===== config.mk =====
export PLATFORM = sky130hd
export DESIGN_NAME = fifo_write_arbiter
export DESIGN_NICKNAME = d
export VERILOG_FILES = /design/src/rtl/fifo_write_arbiter.sv
export SDC_FILE = /design/constraint.sdc
export NUM_CORES = 1
export LEC_CHECK = 0
export CORE_AREA = 2 2 57 59
export CTS_CLUSTER_DIAMETER = 200
export CTS_CLUSTER_SIZE = 10
export DETAILED_ROUTE_END_ITERATION = 16
export DIE_AREA = 0 0 59 61
export PLACE_DENSITY = 0.79
export SLEW_MARGIN = 20
export SYNTH_ARGS = -nofsm -noshare
export SYNTH_HDL_FRONTEND = slang
export SYNTH_SLANG_ARGS = --single-unit

===== constraint.sdc =====
create_clock -name w_clk -period 2.3 [get_ports w_clk]
set_input_delay 0.46 -clock w_clk [delete_from_list [all_inputs] [get_ports w_clk]]
set_output_delay 0.46 -clock w_clk [all_outputs]
set_load 0.05 [all_outputs]

===== src/rtl/fifo_write_arbiter.sv =====
// Round-robin, packet-aware arbiter in front of the async FIFO write port.
// A grant is held for a whole packet (or up to MAX_BURST beats), so packets
// from different sources never interleave in the FIFO.
module fifo_write_arbiter #(
  parameter int NUM_REQ    = 4,
  parameter int DATA_WIDTH = 8,
  parameter int MAX_BURST  = 16,
  parameter int ID_WIDTH   = 2
) (
  input  logic                          w_clk,
  input  logic                          w_rst,
  input  logic [NUM_REQ-1:0]            in_valid,
  input  logic [NUM_REQ-1:0]            in_last,
  input  logic [NUM_REQ*DATA_WIDTH-1:0] in_data,
  output logic [NUM_REQ-1:0]            in_ready,
  input  logic                          full,
  output logic                          w_en,
  output logic [DATA_WIDTH-1:0]         w_data,
  output logic [NUM_REQ-1:0]            grant,
  output logic [ID_WIDTH-1:0]           cur_src,
  output logic                          busy
);

  localparam int CNT_W = $clog2(MAX_BURST) + 1;
  localparam int IDX_W = $clog2(NUM_REQ);

  typedef enum logic {IDLE = 1'b0, LOCK = 1'b1} state_t;

  state_t              state_q, state_d;
  logic [NUM_REQ-1:0]  grant_q, grant_d;
  logic [ID_WIDTH-1:0] cur_src_q, cur_src_d;
  logic                busy_q, busy_d;
  logic [CNT_W-1:0]    beat_cnt_q, beat_cnt_d;
  logic [ID_WIDTH-1:0] rr_ptr_q, rr_ptr_d;

  logic                  win_found;
  logic [ID_WIDTH-1:0]   win_idx;
  logic                  own_valid;
  logic                  own_last;
  logic [DATA_WIDTH-1:0] own_data;
  logic                  xfer;
  logic                  release_now;

  // State register; reset takes effect without waiting for a clock edge.
  always_ff @(posedge w_clk or negedge w_rst) begin
    if (!w_rst) begin
      state_q    <= IDLE;
      grant_q    <= '0;
      cur_src_q  <= '0;
      busy_q     <= 1'b0;
      beat_cnt_q <= '0;
      rr_ptr_q   <= ID_WIDTH'(NUM_REQ - 1);
    end else begin
      state_q    <= state_d;
      grant_q    <= grant_d;
      cur_src_q  <= cur_src_d;
      busy_q     <= busy_d;
      beat_cnt_q <= beat_cnt_d;
      rr_ptr_q   <= rr_ptr_d;
    end
  end

  // Round-robin search: first valid requester after rr_ptr, wrapping.
  always_comb begin
    logic [IDX_W-1:0] idx;
    win_found = 1'b0;
    win_idx   = '0;
    idx       = '0;
    for (int k = 1; k <= NUM_REQ; k++) begin
      idx = IDX_W'((int'(rr_ptr_q) + k) % NUM_REQ);
      if (!win_found && in_valid[idx]) begin
        win_found = 1'b1;
        win_idx   = ID_WIDTH'(idx);
      end
    end
  end

  // Select the owner's valid/last/data using the one-hot grant.
  always_comb begin
    own_valid = 1'b0;
    own_last  = 1'b0;
    own_data  = '0;
    for (int i = 0; i < NUM_REQ; i++) begin
      if (grant_q[i]) begin
        own_valid = in_valid[i];
        own_last  = in_last[i];
        own_data  = in_data[i*DATA_WIDTH +: DATA_WIDTH];
      end
    end
  end

  assign xfer        = (state_q == LOCK) && own_valid && !full;
  assign release_now = xfer && (own_last || (beat_cnt_q == CNT_W'(MAX_BURST - 1)));

  // Next-state: grab in IDLE, count beats in LOCK, drop on last or burst limit.
  always_comb begin
    state_d    = state_q;
    grant_d    = grant_q;
    cur_src_d  = cur_src_q;
    busy_d     = busy_q;
    beat_cnt_d = beat_cnt_q;
    rr_ptr_d   = rr_ptr_q;
    case (state_q)
      IDLE: begin
        if (win_found) begin
          state_d    = LOCK;
          grant_d    = NUM_REQ'(1) << win_idx;
          cur_src_d  = win_idx;
          busy_d     = 1'b1;
          beat_cnt_d = '0;
          rr_ptr_d   = win_idx;
        end
      end
      LOCK: begin
        if (release_now) begin
          state_d    = IDLE;
          grant_d    = '0;
          cur_src_d  = '0;
          busy_d     = 1'b0;
          beat_cnt_d = '0;
        end else if (xfer) begin
          beat_cnt_d = beat_cnt_q + CNT_W'(1);
        end
      end
      default: state_d = IDLE;
    endcase
  end

  // Outputs: the write port is only ever opened to the owner while not full.
  always_comb begin
    in_ready = '0;
    w_en     = 1'b0;
    w_data   = '0;
    if (state_q == LOCK) begin
      in_ready = grant_q & {NUM_REQ{!full}};
      w_en     = own_valid && !full;
      w_data   = own_data;
    end
  end

  assign grant   = grant_q;
  assign cur_src = cur_src_q;
  assign busy    = busy_q;

endmodule


After elaboration in Yosys (flattened, before gate mapping). Cells that the tools add are included.

Bits in latches: 0. Logic and storage cells: 84. Bits in registers: 15. Memory bits (writable): 0. Output and inout port bits: 20. Bits of input ports: 43. Memory bits (read-only): 0. Memories kept: 0.

Bitwise logic cells: 2. Muxes and demuxes: 47. Magnitude comparators: 4. Shift-type cells: 1. $add $sub $neg: 5. Reduce and logical (&&, ||, !) cells: 15. Multipliers: 0. Divide/modulo/power cells: 0. Eq/ne operators: 4.

Operators with widths (number): two-way mux 8 bit (5); two-way mux 1 bit (21); two-way mux 5 bit (3); less-than comparator 2 x 3 -> 1 bit, second input constant (4); two-way mux 2 bit (6); two-way mux 4 bit (3); case mux 5 bit (2 select lines) (1); binary-select mux 1 bit (select 2 bit) (4); case mux 4 bit (2 select lines) (1); logical AND 1 bit (7); AND reduction 2 bit (3); adder 5 x 1 -> 5 bit, second input constant (1); equality test 5 x 4 -> 1 bit, second input constant (1); adder 2 x 1 -> 2 bit, second input constant (2); adder 2 bit, second input constant (2); AND 4 bit (1); logical NOT 1 bit (4); case mux 1 bit (2 select lines) (2); case mux 2 bit (2 select lines) (1); << shifter 1 x 2 -> 4 bit, first input constant (1); != test 3 x 1 -> 1 bit, second input constant (1); != test 2 x 1 -> 1 bit, second input constant (1); != test 2 bit, second input constant (1); logical OR 1 bit (1); inverter 1 bit (1).

Depth between registers and ports, before layout.
Depth after elaboration: 16. Gate-level depth with buffers: 7. Depth with buffers taken out: 7.

Worst setup path after synthesis. OpenSTA, ideal clock, no wires.

Path kind: register to output. From: register grant_q[0] (netlist: grant[0]). To: output port w_data[0]. Slack: -191 ps. Stages on the path, launching flop included: 7. Data required time: 1840 ps. Arrival time: 2031 ps. Cells stage by stage: dfrtp_1 nor2b_1 clkbuf_1 a221oi_1 nor3_1 a21oi_1 nor2_1.

Cells in the longest elaborated chain, start to end: 5.

Ends and longest elaborated chain: start, declared (line 30) `logic [NUM_REQ-1:0] grant_q, grant_d;`; start signal, assigned (line 55) `grant_q <= grant_d;`; two-way mux 8 bit (4 in a row) (line 84) `if (grant_q[i]) begin`; two-way mux 8 bit (line 134) `if (state_q == LOCK) begin`; end, declared (line 18) `output logic [DATA_WIDTH-1:0] w_data,`.

No other way between the ends.

Worst setup path in the final report.
From: input port full. To: output port w_en.

Cells in the longest elaborated chain, start to end: 3.

Ends and longest elaborated chain: start, declared (line 16) `input logic full,`; logical NOT 1 bit (line 136) `w_en = own_valid && !full;`; logical AND 1 bit (line 136); two-way mux 1 bit (line 134); end, declared (line 17) `output logic w_en,`.

No other way between the ends.

==> flow_metrics.py <==
metrics = {
    "synth": {
        "synthSimpleGateAreaFrac_pct": 26.6,
        "synthDistinctLibCells": 42,
        "synth_fa_ha_area_share_pct": 2.27,
        "synth_top_area_share_pct": 29.4,
        "synth-compound-area-share_pct": 29.1,
        "netlist_instances": 134,
        "avgSynthCellArea_um2": 8.24,
        "synth_top_cell_by_area": "dfrtp_1",
        "synth_top_family_by_area": "compound AO/OA/AOI/OAI gates",
        "synthFlopType": "dfrtp_1",
        "muxShareOfSynthArea_pct": 0.906,
        "yosys-top-cells-area": "dfrtp_1, nor2_1, a221oi_1",
        "seq_area_frac_synth_pct": 34.2,
        "synth_area_um2": 1100,
        "synthXorXnorAreaFrac_pct": 0.793,
        "synthesis.nets": 179,
        "synth_warnings": 0,
        "async_flop_share_pct": 100,
        "synth-edff-count": 0,
        "ys_seq_elements": 15,
    },
    "global_route": {
        "antenna_found_initial": 0,
        "grt_pass1_vias": 1281,
        "grt_use_total_pct": 20.7,
        "grt_max_degree": 25,
        "grt_pass1_wl_um": 5650,
        "gr-total-overflow": 0,
    },
    "place": {
        "io_buffers": 62,
        "globalplace.congestion": 0.856,
        "place_area_um2": 1910,
        "dp_slack_ps": 114,
        "dp_hpwl_um": 2710,
        "dp_cells": 227,
    },
    "clock_tree": {
        "clockBufferDepth": 2,
        "h-tree-depth": 1,
        "postCtsSetupRepairBufs": 0,
        "cts_tree": "done",
        "clock_latency_ps": 290,
        "cts_sinks": 15,
        "cts_hold_buf": 0,
        "clkTransAtPathRegs_ps": 80,
        "cts_root_buffer": "clkbuf_4",
        "cts_buffers": 3,
    },
    "routing": {
        "final_antenna_net_count": 0,
        "first_pass_iters": 4,
        "drc": 0,
        "via_per_inst": 5.68,
        "post_drt_wl_per_cell_um": 15.1,
        "routed_wirelength_um": 3490,
        "drtIter0Drc": 49,
        "vias": 1311,
    },
    "power": {
        "p_leak_nw": 0.830,
        "vdd_drop_max_uv": 756,
        "power_density_nw_per_um2": 1490,
        "power_mw": 2.92,
    },
    "worst_setup_path": {
        "crit_type": "in -> out",
        "max_stage_delay_ps": 430,
        "crit_family": "buffers and inverters",
        "path_buf_inv": 2,
        "cp.arrival_ps": 1740,
        "reg2reg_setup_slack_ps": 370,
        "end_kind": "primary output",
        "r2r-end": "grant[3]",
        "crit_fanout": 5,
        "cp_slowest_cell": "clkdlybuf4s50_1",
        "critPathRequiredTime_ps": 1840,
        "crit_path_cell_trace": "clkdlybuf4s50_1 -> nor2b_1 -> o311a_1 -> and2_4 -> buf_12",
        "worstReg2RegStart": "beat_cnt_q[0]",
        "start_kind": "primary input",
        "r2r_cells": 7,
    },
    "min_path": {
        "min_path_type": "reg -> reg",
        "min_path_cells": 2,
        "worstHoldStart": "busy",
        "holdPathEnd": "busy",
    },
    "sta": {
        "finalCritPeriodShare_pct": 95.8,
        "slew_viol_final": 0,
        "worst_slack_ps": 96.3,
        "fin_hold_ws_ps": 492,
        "rsz0062_at_grt": "false",
        "fmax_mhz": 454,
        "layout_min_cycle_time_ps": 2200,
        "relSlewSlack_pct": 57.6,
        "finalSetupViolCount": 0,
        "hold_viol": 0,
        "clock_skew_ps": 6.22,
        "fin_setup_tns_ps": 0,
        "tightest_slew_ps": 633,
    },
    "final_layout": {
        "finalNetCount": 244,
        "area_growth_pct": 76.8,
        "fillerInstances": 231,
        "fin_cells": 231,
        "final_util_pct": 66.1,
        "n_antenna_cell": 0,
        "final_layout_size_suffix_gt1_share_pct": 23.2,
        "final_area_um2": 1950,
    },
    "floorplan": {
        "core-area_um2": 2950,
        "dieArea_um2": 3600,
        "die_width_um": 59,
        "rows": 20,
        "die_y_um": 61,
        "initial_utilization_pct": 37.4,
        "top_level_ports": 63,
    },
    "run_status": {
        "status": "finished clean",
    },
    "flow_run": {
        "max-cap-violations": 0,
    },
}
registers in the layout, summed over array words and instances (netlist names):
register / count
beat_cnt_q: 5
rr_ptr_q: 2
cur_src: 2
grant: 4
state_q: 1
busy: 1
layout make-up:
type | instances | area [um2] | area share (%)
clock buffers | 3 | 22.5 | 1.15
clock inverters | 1 | 5.00 | 0.256
inverters | 8 | 32.5 | 1.67
multi-input cells | 104 | 692 | 35.4
flip-flops and latches | 15 | 379 | 19.4
well taps | 33 | 41.3 | 2.11
repair buffers | 67 | 781 | 40.0
metal layers:
layer | routed length [um] | global-route usage, % | part of all wire (%)
met2 | 1760 | 36.0 | 51
met5 | 0 | 0 | 0
met1 | 1420 | 25.0 | 41
met3 | 258 | 4.26 | 7.4
met4 | 53 | 8.12 | 1.5
power by group:
group	switching (mW)	internal, mW	leakage [nW]	total [mW]
logic	1.26	1.00	0.625	2.26
registers	0.134	0.372	0.187	0.507
clock network	0.0846	0.0647	0.0177	0.149
total	1.48	1.44	0.830	2.92
cells by family after synthesis:
group / after synthesis
and+or+nand+nor: 57
AOI/OAI and AO/OA: 43
buffers and inverters: 15
DFF: 15
adders and majority gates: 2
xor gates and xnor gates: 1
muxes: 1
worst max path at each step:
stage | from | end | cells past startpoint
after floorplan | grant[0] | w_data[0] | 6
after global placement | in_valid[3] | beat_cnt_q[2] | 6
after detailed placement | in_valid[0] | w_en | 5
after CTS | grant[3] | w_en | 4
after global routing | grant[2] | w_data[0] | 6
final | full | w_en | 5
placed cells by master (no fill, tap or decap), types with 2 or more instances in the layout:
cell / netlist / final
nor2_2: 0 / 8
a21o_1: 4 / 4
buf_12: 0 / 13
inv_1: 6 / 6
nor3_1: 9 / 8
o22ai_1: 2 / 2
and2_1: 4 / 4
a21oi_1: 11 / 11
ha_1: 2 / 2
a22o_1: 4 / 4
nor2b_1: 3 / 2
a221oi_1: 9 / 9
nand2b_1: 3 / 3
buf_4: 0 / 8
o21ai_1: 3 / 3
clkbuf_4: 0 / 3
dfrtp_1: 13 / 12
nand2_1: 6 / 6
and2_4: 2 / 2
clkdlybuf4s50_1: 0 / 46
nor2_1: 22 / 14
dfstp_2: 2 / 2
worst register-to-register path, cell delays in order (launching register included):
cell and delay (ps):
dfrtp_1 410, ha_1 240, and3_1 190, ha_1 180
a21o_1 170, o211ai_1 300, and2_4 240, a22o_1 130
Yosys cell counts (all sizes together) (2+ instances only):
cell and n:
a21oi 11, nor3 9, clkbuf 3, a221oi 10, o21ai 3, a22o 4
dfrtp 13, nor2 22, nand2b 4, dfstp 2, o22ai 2, or2 2
buf 4, nor2b 3, and2 6, ha 2, inv 7, a21o 4
nand2 6
what timing repair did:
action                     CTS  global route
setup endpoints to repair    8             6
pin swaps                    0             0
gates resized for setup      1             3
Note: power is estimated with default switching activity, not from simulation.
